`config.mk`:
```
export PLATFORM = sky130hd
export DESIGN_NAME = spi_master_flat
export DESIGN_NICKNAME = d
export VERILOG_FILES = /design/src/rtl/spi_master_if.sv /design/src/rtl/spi_master.sv /design/src/flat_wrapper.sv
export SDC_FILE = /design/constraint.sdc
export NUM_CORES = 1
export LEC_CHECK = 0
export BUFFER_PORTS_ARGS = -buffer_cell sky130_fd_sc_hd__buf_2
export CAP_MARGIN = 20
export CORE_MARGIN = 2
export CORE_UTILIZATION = 60
export DETAILED_ROUTE_END_ITERATION = 7
export HOLD_SLACK_MARGIN = 0.03
export PLACE_DENSITY = 0.83
export SKIP_CTS_REPAIR_TIMING = 1
export SYNTH_ARGS = -nofsm -noshare
export SYNTH_HDL_FRONTEND = slang
export SYNTH_SLANG_ARGS = --single-unit
```
`constraint.sdc`:
```
create_clock -name clk -period 4.5 [get_ports clk]
set_input_delay 1.35 -clock clk [delete_from_list [all_inputs] [get_ports clk]]
set_output_delay 1.35 -clock clk [all_outputs]
set_load 0.01 [all_outputs]
```
`src/rtl/spi_master_if.sv`:
```
// -----------------------------------------------------------------------------
// spi_master_if
//   Host-side handshake bundle for spi_master.
//   Ports (per modport):
//     master : drives start/data_in, observes busy/done/rx   (host logic)
//     slave  : observes start/data_in, drives busy/done/rx   (spi_master)
//   start    request a frame (sampled only while the master is idle)
//   data_in  word to transmit, captured on the accepting cycle
//   busy     high from start accept through the done cycle
//   done     one-cycle pulse at frame end
//   rx       last received word, updated together with done
// -----------------------------------------------------------------------------
interface spi_master_if #(
    parameter int DATA_WIDTH = 8
);
    logic                  start;
    logic [DATA_WIDTH-1:0] data_in;
    logic                  busy;
    logic                  done;
    logic [DATA_WIDTH-1:0] rx;

    modport master (
        output start,
        output data_in,
        input  busy,
        input  done,
        input  rx
    );

    modport slave (
        input  start,
        input  data_in,
        output busy,
        output done,
        output rx
    );
endinterface

```
`src/rtl/spi_master.sv`:
```
// -----------------------------------------------------------------------------
// spi_master
//   Single-word, full-duplex, MSB-first SPI initiator.  The host loads a word
//   and pulses start; the block frames it with CS, generates SCLK from the
//   system clock and returns the word shifted in from MISO together with a
//   one-cycle done pulse.
//
//   Parameters
//     MODE        {CPOL,CPHA}; CPOL = SCLK idle level, CPHA = 1 shifts on the
//                 leading edge and samples on the trailing edge
//     DATA_WIDTH  bits per frame (2..16)
//     CLK_DIV     clk cycles per SCLK half-period (>= 1)
//
//   Ports
//     clk    system clock, rising edge
//     rst_n  synchronous reset, active low
//     host   spi_master_if.slave : start, data_in, busy, done, rx
//     MISO   serial data from the slave
//     SCLK   serial clock, idles at CPOL
//     CS     chip select, active low
//     MOSI   serial data to the slave
//
//   Frame timing: CS is low for (2*DATA_WIDTH+2)*CLK_DIV cycles: CLK_DIV
//   cycles of setup, 2*DATA_WIDTH SCLK half-periods, CLK_DIV cycles of hold.
//   done rises on the same edge that releases CS; busy drops one cycle later.
// -----------------------------------------------------------------------------
module spi_master #(
    parameter logic [1:0] MODE       = 2'd3,
    parameter int         DATA_WIDTH = 8,
    parameter int         CLK_DIV    = 2
) (
    input  logic         clk,
    input  logic         rst_n,
    spi_master_if.slave  host,
    input  logic         MISO,
    output logic         SCLK,
    output logic         CS,
    output logic         MOSI
);

    localparam logic CPOL = MODE[1];
    localparam logic CPHA = MODE[0];

    // Divider counter counts 0..CLK_DIV-1; keep at least one bit for CLK_DIV=1.
    localparam int CW = (CLK_DIV > 1) ? $clog2(CLK_DIV) : 1;
    // Edge counter counts SCLK toggles 0..2*DATA_WIDTH-1.
    localparam int EW = $clog2(2 * DATA_WIDTH);

    localparam logic [CW-1:0] CNT_LAST  = CW'(CLK_DIV - 1);
    localparam logic [EW-1:0] EDGE_LAST = EW'(2 * DATA_WIDTH - 1);

    typedef enum logic [1:0] {
        ST_IDLE  = 2'd0,
        ST_SETUP = 2'd1,
        ST_XFER  = 2'd2,
        ST_HOLD  = 2'd3
    } state_t;

    state_t                state_q,  state_d;
    logic [CW-1:0]         cnt_q,    cnt_d;
    logic [EW-1:0]         edge_q,   edge_d;
    logic [DATA_WIDTH-1:0] tx_q,     tx_d;
    logic [DATA_WIDTH-1:0] rxsh_q,   rxsh_d;
    logic [DATA_WIDTH-1:0] rx_q,     rx_d;
    logic                  sclk_q,   sclk_d;
    logic                  cs_q,     cs_d;
    logic                  mosi_q,   mosi_d;
    logic                  busy_q,   busy_d;
    logic                  done_q,   done_d;

    logic                  wrap_s;
    logic                  leading_s;

    // Divider wrap marks the end of a setup/hold period or an SCLK half-period.
    always_comb begin
        wrap_s    = (cnt_q == CNT_LAST);
        // Even toggle indices move SCLK away from CPOL (leading edges).
        leading_s = ~edge_q[0];
    end

    // Next-state and next-output computation for the whole frame sequencer.
    always_comb begin
        state_d = state_q;
        cnt_d   = cnt_q;
        edge_d  = edge_q;
        tx_d    = tx_q;
        rxsh_d  = rxsh_q;
        rx_d    = rx_q;
        sclk_d  = sclk_q;
        cs_d    = cs_q;
        mosi_d  = mosi_q;
        busy_d  = busy_q;
        done_d  = 1'b0;

        case (state_q)
            ST_IDLE: begin
                // busy covers the done cycle, then drops.
                if (done_q) begin
                    busy_d = 1'b0;
                end else begin
                    busy_d = busy_q;
                end
                // start is ignored while busy is still high (done cycle).
                if (host.start && !busy_q) begin
                    tx_d    = host.data_in;
                    rxsh_d  = '0;
                    cs_d    = 1'b0;
                    busy_d  = 1'b1;
                    cnt_d   = '0;
                    edge_d  = '0;
                    sclk_d  = CPOL;
                    state_d = ST_SETUP;
                    // CPHA=0 slaves sample on the first edge, so the MSB must
                    // be on the wire as soon as CS falls.
                    if (CPHA) begin
                        mosi_d = 1'b0;
                    end else begin
                        mosi_d = host.data_in[DATA_WIDTH-1];
                    end
                end else begin
                    state_d = ST_IDLE;
                end
            end

            ST_SETUP: begin
                if (wrap_s) begin
                    cnt_d   = '0;
                    state_d = ST_XFER;
                end else begin
                    cnt_d   = cnt_q + CW'(1);
                end
            end

            ST_XFER: begin
                if (wrap_s) begin
                    cnt_d  = '0;
                    sclk_d = ~sclk_q;
                    edge_d = edge_q + EW'(1);
                    if (leading_s) begin
                        if (CPHA) begin
                            mosi_d = tx_q[DATA_WIDTH-1];
                            tx_d   = {tx_q[DATA_WIDTH-2:0], 1'b0};
                        end else begin
                            rxsh_d = {rxsh_q[DATA_WIDTH-2:0], MISO};
                        end
                    end else begin
                        if (CPHA) begin
                            rxsh_d = {rxsh_q[DATA_WIDTH-2:0], MISO};
                        end else if (edge_q != EDGE_LAST) begin
                            // Present the next bit; the last trailing edge
                            // leaves the final bit on the wire through HOLD.
                            mosi_d = tx_q[DATA_WIDTH-2];
                            tx_d   = {tx_q[DATA_WIDTH-2:0], 1'b0};
                        end else begin
                            mosi_d = mosi_q;
                        end
                    end
                    if (edge_q == EDGE_LAST) begin
                        state_d = ST_HOLD;
                    end else begin
                        state_d = ST_XFER;
                    end
                end else begin
                    cnt_d = cnt_q + CW'(1);
                end
            end

            ST_HOLD: begin
                if (wrap_s) begin
                    cnt_d   = '0;
                    cs_d    = 1'b1;
                    mosi_d  = 1'b0;
                    rx_d    = rxsh_q;
                    done_d  = 1'b1;
                    state_d = ST_IDLE;
                end else begin
                    cnt_d   = cnt_q + CW'(1);
                end
            end

            default: begin
                state_d = ST_IDLE;
                cnt_d   = '0;
                edge_d  = '0;
                sclk_d  = CPOL;
                cs_d    = 1'b1;
                mosi_d  = 1'b0;
                busy_d  = 1'b0;
            end
        endcase
    end

    // State and output registers with synchronous active-low reset.
    always_ff @(posedge clk) begin
        if (!rst_n) begin
            state_q <= ST_IDLE;
            cnt_q   <= '0;
            edge_q  <= '0;
            tx_q    <= '0;
            rxsh_q  <= '0;
            rx_q    <= '0;
            sclk_q  <= CPOL;
            cs_q    <= 1'b1;
            mosi_q  <= 1'b0;
            busy_q  <= 1'b0;
            done_q  <= 1'b0;
        end else begin
            state_q <= state_d;
            cnt_q   <= cnt_d;
            edge_q  <= edge_d;
            tx_q    <= tx_d;
            rxsh_q  <= rxsh_d;
            rx_q    <= rx_d;
            sclk_q  <= sclk_d;
            cs_q    <= cs_d;
            mosi_q  <= mosi_d;
            busy_q  <= busy_d;
            done_q  <= done_d;
        end
    end

    assign SCLK      = sclk_q;
    assign CS        = cs_q;
    assign MOSI      = mosi_q;
    assign host.busy = busy_q;
    assign host.done = done_q;
    assign host.rx   = rx_q;

endmodule

```
`src/flat_wrapper.sv`:
```
// flat-port wrapper written by rule: the top's interface ports become plain ports
module spi_master_flat 
#(
    parameter logic [1:0] MODE       = 2'd3,
    parameter int         DATA_WIDTH = 8,
    parameter int         CLK_DIV    = 2
)
  (clk, rst_n, MISO, SCLK, CS, MOSI, host_start, host_data_in, host_busy, host_done, host_rx);
  spi_master_if #(.DATA_WIDTH(DATA_WIDTH)) host_i ();
  input  logic clk;
  input  logic rst_n;
  input  logic MISO;
  output logic SCLK;
  output logic CS;
  output logic MOSI;
  input wire logic [$bits(host_i.start)-1:0] host_start;
  input wire logic [$bits(host_i.data_in)-1:0] host_data_in;
  output wire logic [$bits(host_i.busy)-1:0] host_busy;
  output wire logic [$bits(host_i.done)-1:0] host_done;
  output wire logic [$bits(host_i.rx)-1:0] host_rx;
  assign host_i.start = host_start;
  assign host_i.data_in = host_data_in;
  assign host_busy = host_i.busy;
  assign host_done = host_i.done;
  assign host_rx = host_i.rx;
  spi_master #(.MODE(MODE), .DATA_WIDTH(DATA_WIDTH), .CLK_DIV(CLK_DIV)) u_core (.clk(clk), .rst_n(rst_n), .host(host_i), .MISO(MISO), .SCLK(SCLK), .CS(CS), .MOSI(MOSI));
endmodule
```
Yosys cells after proc, flatten, opt, wreduce, memory -nomap -nowiden. Index checks and enable logic that the tools add are counted.

Bitwise operators: 1. $add $sub $neg: 2. Reduce and logical (&&, ||, !) cells: 17. Muxes and demuxes: 32. Eq/ne operators: 10.

Operators with widths (number): $mux W8 (6); $pmux W8 S2 (2); $mux W1 (13); $ne A2 B1 Y1 const B (5); $reduce_and A3 Y1 (3); $mux W4 (2); $pmux W2 S4 (1); $pmux W4 S2 (1); $reduce_and A4 Y1 (2); $mux W2 (3); $pmux W1 S2 (3); $reduce_and A2 Y1 (3); $reduce_bool A2 Y1 (3); $reduce_and A5 Y1 (1); $add A4 B1 Y4 const B (1); $eq A2 B2 Y1 const B (2); $eq A4 B4 Y1 const B (1); $pmux W1 S3 (1); $reduce_bool A3 Y1 (1); $reduce_or A3 Y1 (1); $eq A2 B1 Y1 const B (1); $logic_not A2 Y1 (1); $ne A2 B2 Y1 const B (1); $add A1 B1 Y1 const B (1); other kinds (3) (3).

Flip-flop bits (word level): 36. Output and inout bits: 13. Input bits: 12.

Logic depth before layout (Yosys ltp).
Word-level depth: 4. Gate-level depth with buffers: 8. Gate-level depth less buffers: 6.

Worst setup path before layout. No wires, ideal clock.

Kind: input port to flip-flop. Start: input port host_start. End: register u_core.tx_q[0]. Required time: 4.384 ns. Path buffers: 0. Cell stages on the path: 4. Setup time: 0.116 ns. Slack: 2.333 ns. Data arrival time: 2.050 ns. Cell sequence: nand2b_4 > a22oi_4 > o21ai_2 > a31o_2.

Word-level cells in the longest chain between the ends: 3.

RTL lines: from (decl) (line flat_wrapper.sv:16) `input wire logic [$bits(host_i.start)-1:0] host_start;`; $logic_and A1 B1 Y1 (line spi_master.sv:104) `if (host.start && !busy_q) begin`; $ne A2 B1 Y1 (no source line); $reduce_and A4 Y1 (no source line); to (signal assigned) (line spi_master.sv:211) `tx_q <= tx_d;`; to (decl) (line spi_master.sv:62) `logic [DATA_WIDTH-1:0] tx_q, tx_d;`.

No other way between the ends. A chain may end at the register's enable or synchronous reset.

==> metrics.yaml <==
top_usage_layer: "met2"
min_period_over_period_pct: 56.05
row_count: 19
final_cell_mix: "nand2_1, dfxtp_1, buf_2"
overflow: 0
ir_drop_v: 0.0003766
ant_nets: 0
grt_max_degree: 31
cts_max_path_buffers: 2
grtUsageMet2_pct: 30.07
seq_area_frac_synth_pct: 43.18
initialDrtViolationCount: 52
gp_congestion: 0.7587
crit_family: "buffers and inverters"
crit_path_max_incr_delay_ps: 540
rr_worst_depth: 6
clk_latency_ps: 330
ys.flop_type: "dfxtp_1"
rsz0062_at_grt: "no"
placed_cell_area_mm2: 0.001762
wire_per_inst_um: 12.84
start_util_pct: 61.59
clkTransAtPathRegs_ps: 100
fillers: 229
skew_ps: 12.79
ys_ff_latch: 36
portBuffers: 24
cts_made_buffers: 5
mostFrequentLayoutCell: "nand2_1"
p_leak_nw: 0.7418
synth.distinct_cells: 39
root_buffer: "clkbuf_4"
crit_path_max_fanout: 30
drive_gt1_share_pct: 22.82
hp-class: "flip-flop to flip-flop"
grt_pass1_vias: 1180
num_antenna_cells: 0
cp.required_ps: 4770
synth_area_mm2: 0.001669
hold_ws_ps: 453.4
first_pass_iters: 4
syn_to_final_growth_pct: 8.321
globalRouteMet1Util_pct: 27.39
stdcell_area_mm2: 0.001808
routed_wl_um: 3044
core_mm2: 0.002710
cp_num_cells: 4
period_minus_slack_ps: 2522
outcome: "finished, final reports clean"
hpwlAfterDp_um: 2212
slew_headroom_pct: 36.07
tritoncts: "yes"
min_path_cells: 2
antenna_found_initial: 0
power_density_mw_per_mm2: 490.2
ys_warn_count: 0
synth_edf_count: 0
syn_area_per_cell_um2: 9.071
syn-num-nets: 202
final-max-slew-violation-count: 0
grt_pass1_wl_um: 5092
cp_data_arrival_time_ps: 2800
slowest_stage: "clkinv_1"
crit_type: "input port to flip-flop"
cts.sinks: 36
grtUsageMet3_pct: 4.378
path_cells: "buf_2 > clkinv_1 > nor4_1 > a31o_2"
ios: 25
hold_viol_final: 0
synthCells: 184
max_freq_ghz: 0.3965
htree_levels: 2
drv_cap: 0
async_flop_share_pct: 0
grt.total_usage_pct: 20.12
fin_setup_tns_ps: 0
setup_viol: 0
end_kind: "flip-flop"
vias: 1291
drt_drc_violations_left: 0
viasPerCell: 5.447
nets: 224
dieArea_mm2: 0.003220
critPathBufInv: 2
die_h_um: 56.75
cp-start-kind: "input port"
worstMarginPinSlew_ps: 959.0
die_x_um: 56.75
==> synthesized netlist by cell type (all sizes together), types with 4 or more instances <==
master	n	share of area, %
o22ai	9	3.4
nand3	4	1.2
a21oi	15	4.5
nor2	7	2.5
mux2	7	4.7
nand2	52	12
buf	6	3.3
dfxtp	36	43
o21ai	4	1.4
ha	6	4.5
mux2i	9	5.4
==> cells by family after synthesis <==
kind of cell	synth area share, %
muxes	10.12
adders and majority gates	4.498
and+or+nand+nor	20.09
DFF	43.18
AOI/OAI and AO/OA	17.24
buffers and inverters	4.871
==> area by class of cell <==
type                            count  area (µm²)  area share [%]
Clock inverter                      1       5.005          0.2768
Timing Repair Buffer               24       120.1           6.644
Inverter                            4       15.01          0.8305
Tap cell                           31       38.79           2.145
Multi-Input combinational cell    135       867.1           47.96
Sequential cell                    36       720.7           39.86
Clock buffer                        6       41.29           2.284
==> layer usage <==
layer | vias to the layer above | wire length (µm)
li1 | 679 | -
met1 | 572 | 1446
met2 | 36 | 1405
met3 | 4 | 155
met4 | 0 | 37
met5 | - | 0
==> through the flow <==
stage                     util [%]  total power [mW]  worst slack [ps]  std cells
after global routing         66.71            0.9462              1814        237
after floorplan                  -            0.6979              2333        184
after global placement       65.00            0.7225              1676        230
after detailed placement     65.00            0.7384              1611        230
final                        66.71            0.8863              1978        237
after CTS                    66.71            0.8917              1970        237
==> registers in the layout, indices dropped and copies added, names as in the netlist <==
signal and cells:
u_core.CS 1, u_core.MOSI 1, u_core.SCLK 1, u_core.cnt_q 1, u_core.edge_q 4, u_core.host.busy 1
u_core.host.done 1, u_core.host.rx 8, u_core.rxsh_q 8, u_core.state_q 2, u_core.tx_q 8
==> power breakdown <==
part / switching (mW) / internal, mW / total (mW)
Clock: 0.0964 / 0.0575 / 0.154
Sequential: 0.0309 / 0.358 / 0.389
Combinational: 0.199 / 0.145 / 0.344
Total: 0.326 / 0.560 / 0.886
==> worst paths after layout <==
| kind | startpoint | to | slack, ps |
|---|---|---|---|
| max | rst_n | u_core.tx_q[0] | 1980 |
| min | u_core.rxsh_q[0] | u_core.host.rx[0] | 450 |
| max reg2reg | u_core.state_q[0] | u_core.SCLK | 2340 |
| min reg2reg | u_core.rxsh_q[0] | u_core.host.rx[0] | 450 |
==> worst register-to-register path: cells and delay by family, from the launching register on <==
kind	cells	cell delay, ps
simple gates	2	270
fa+ha+maj	1	810
flops	1	350
buf+inv	1	140
compound gates	2	440
Power figures use the tool's default switching activity.
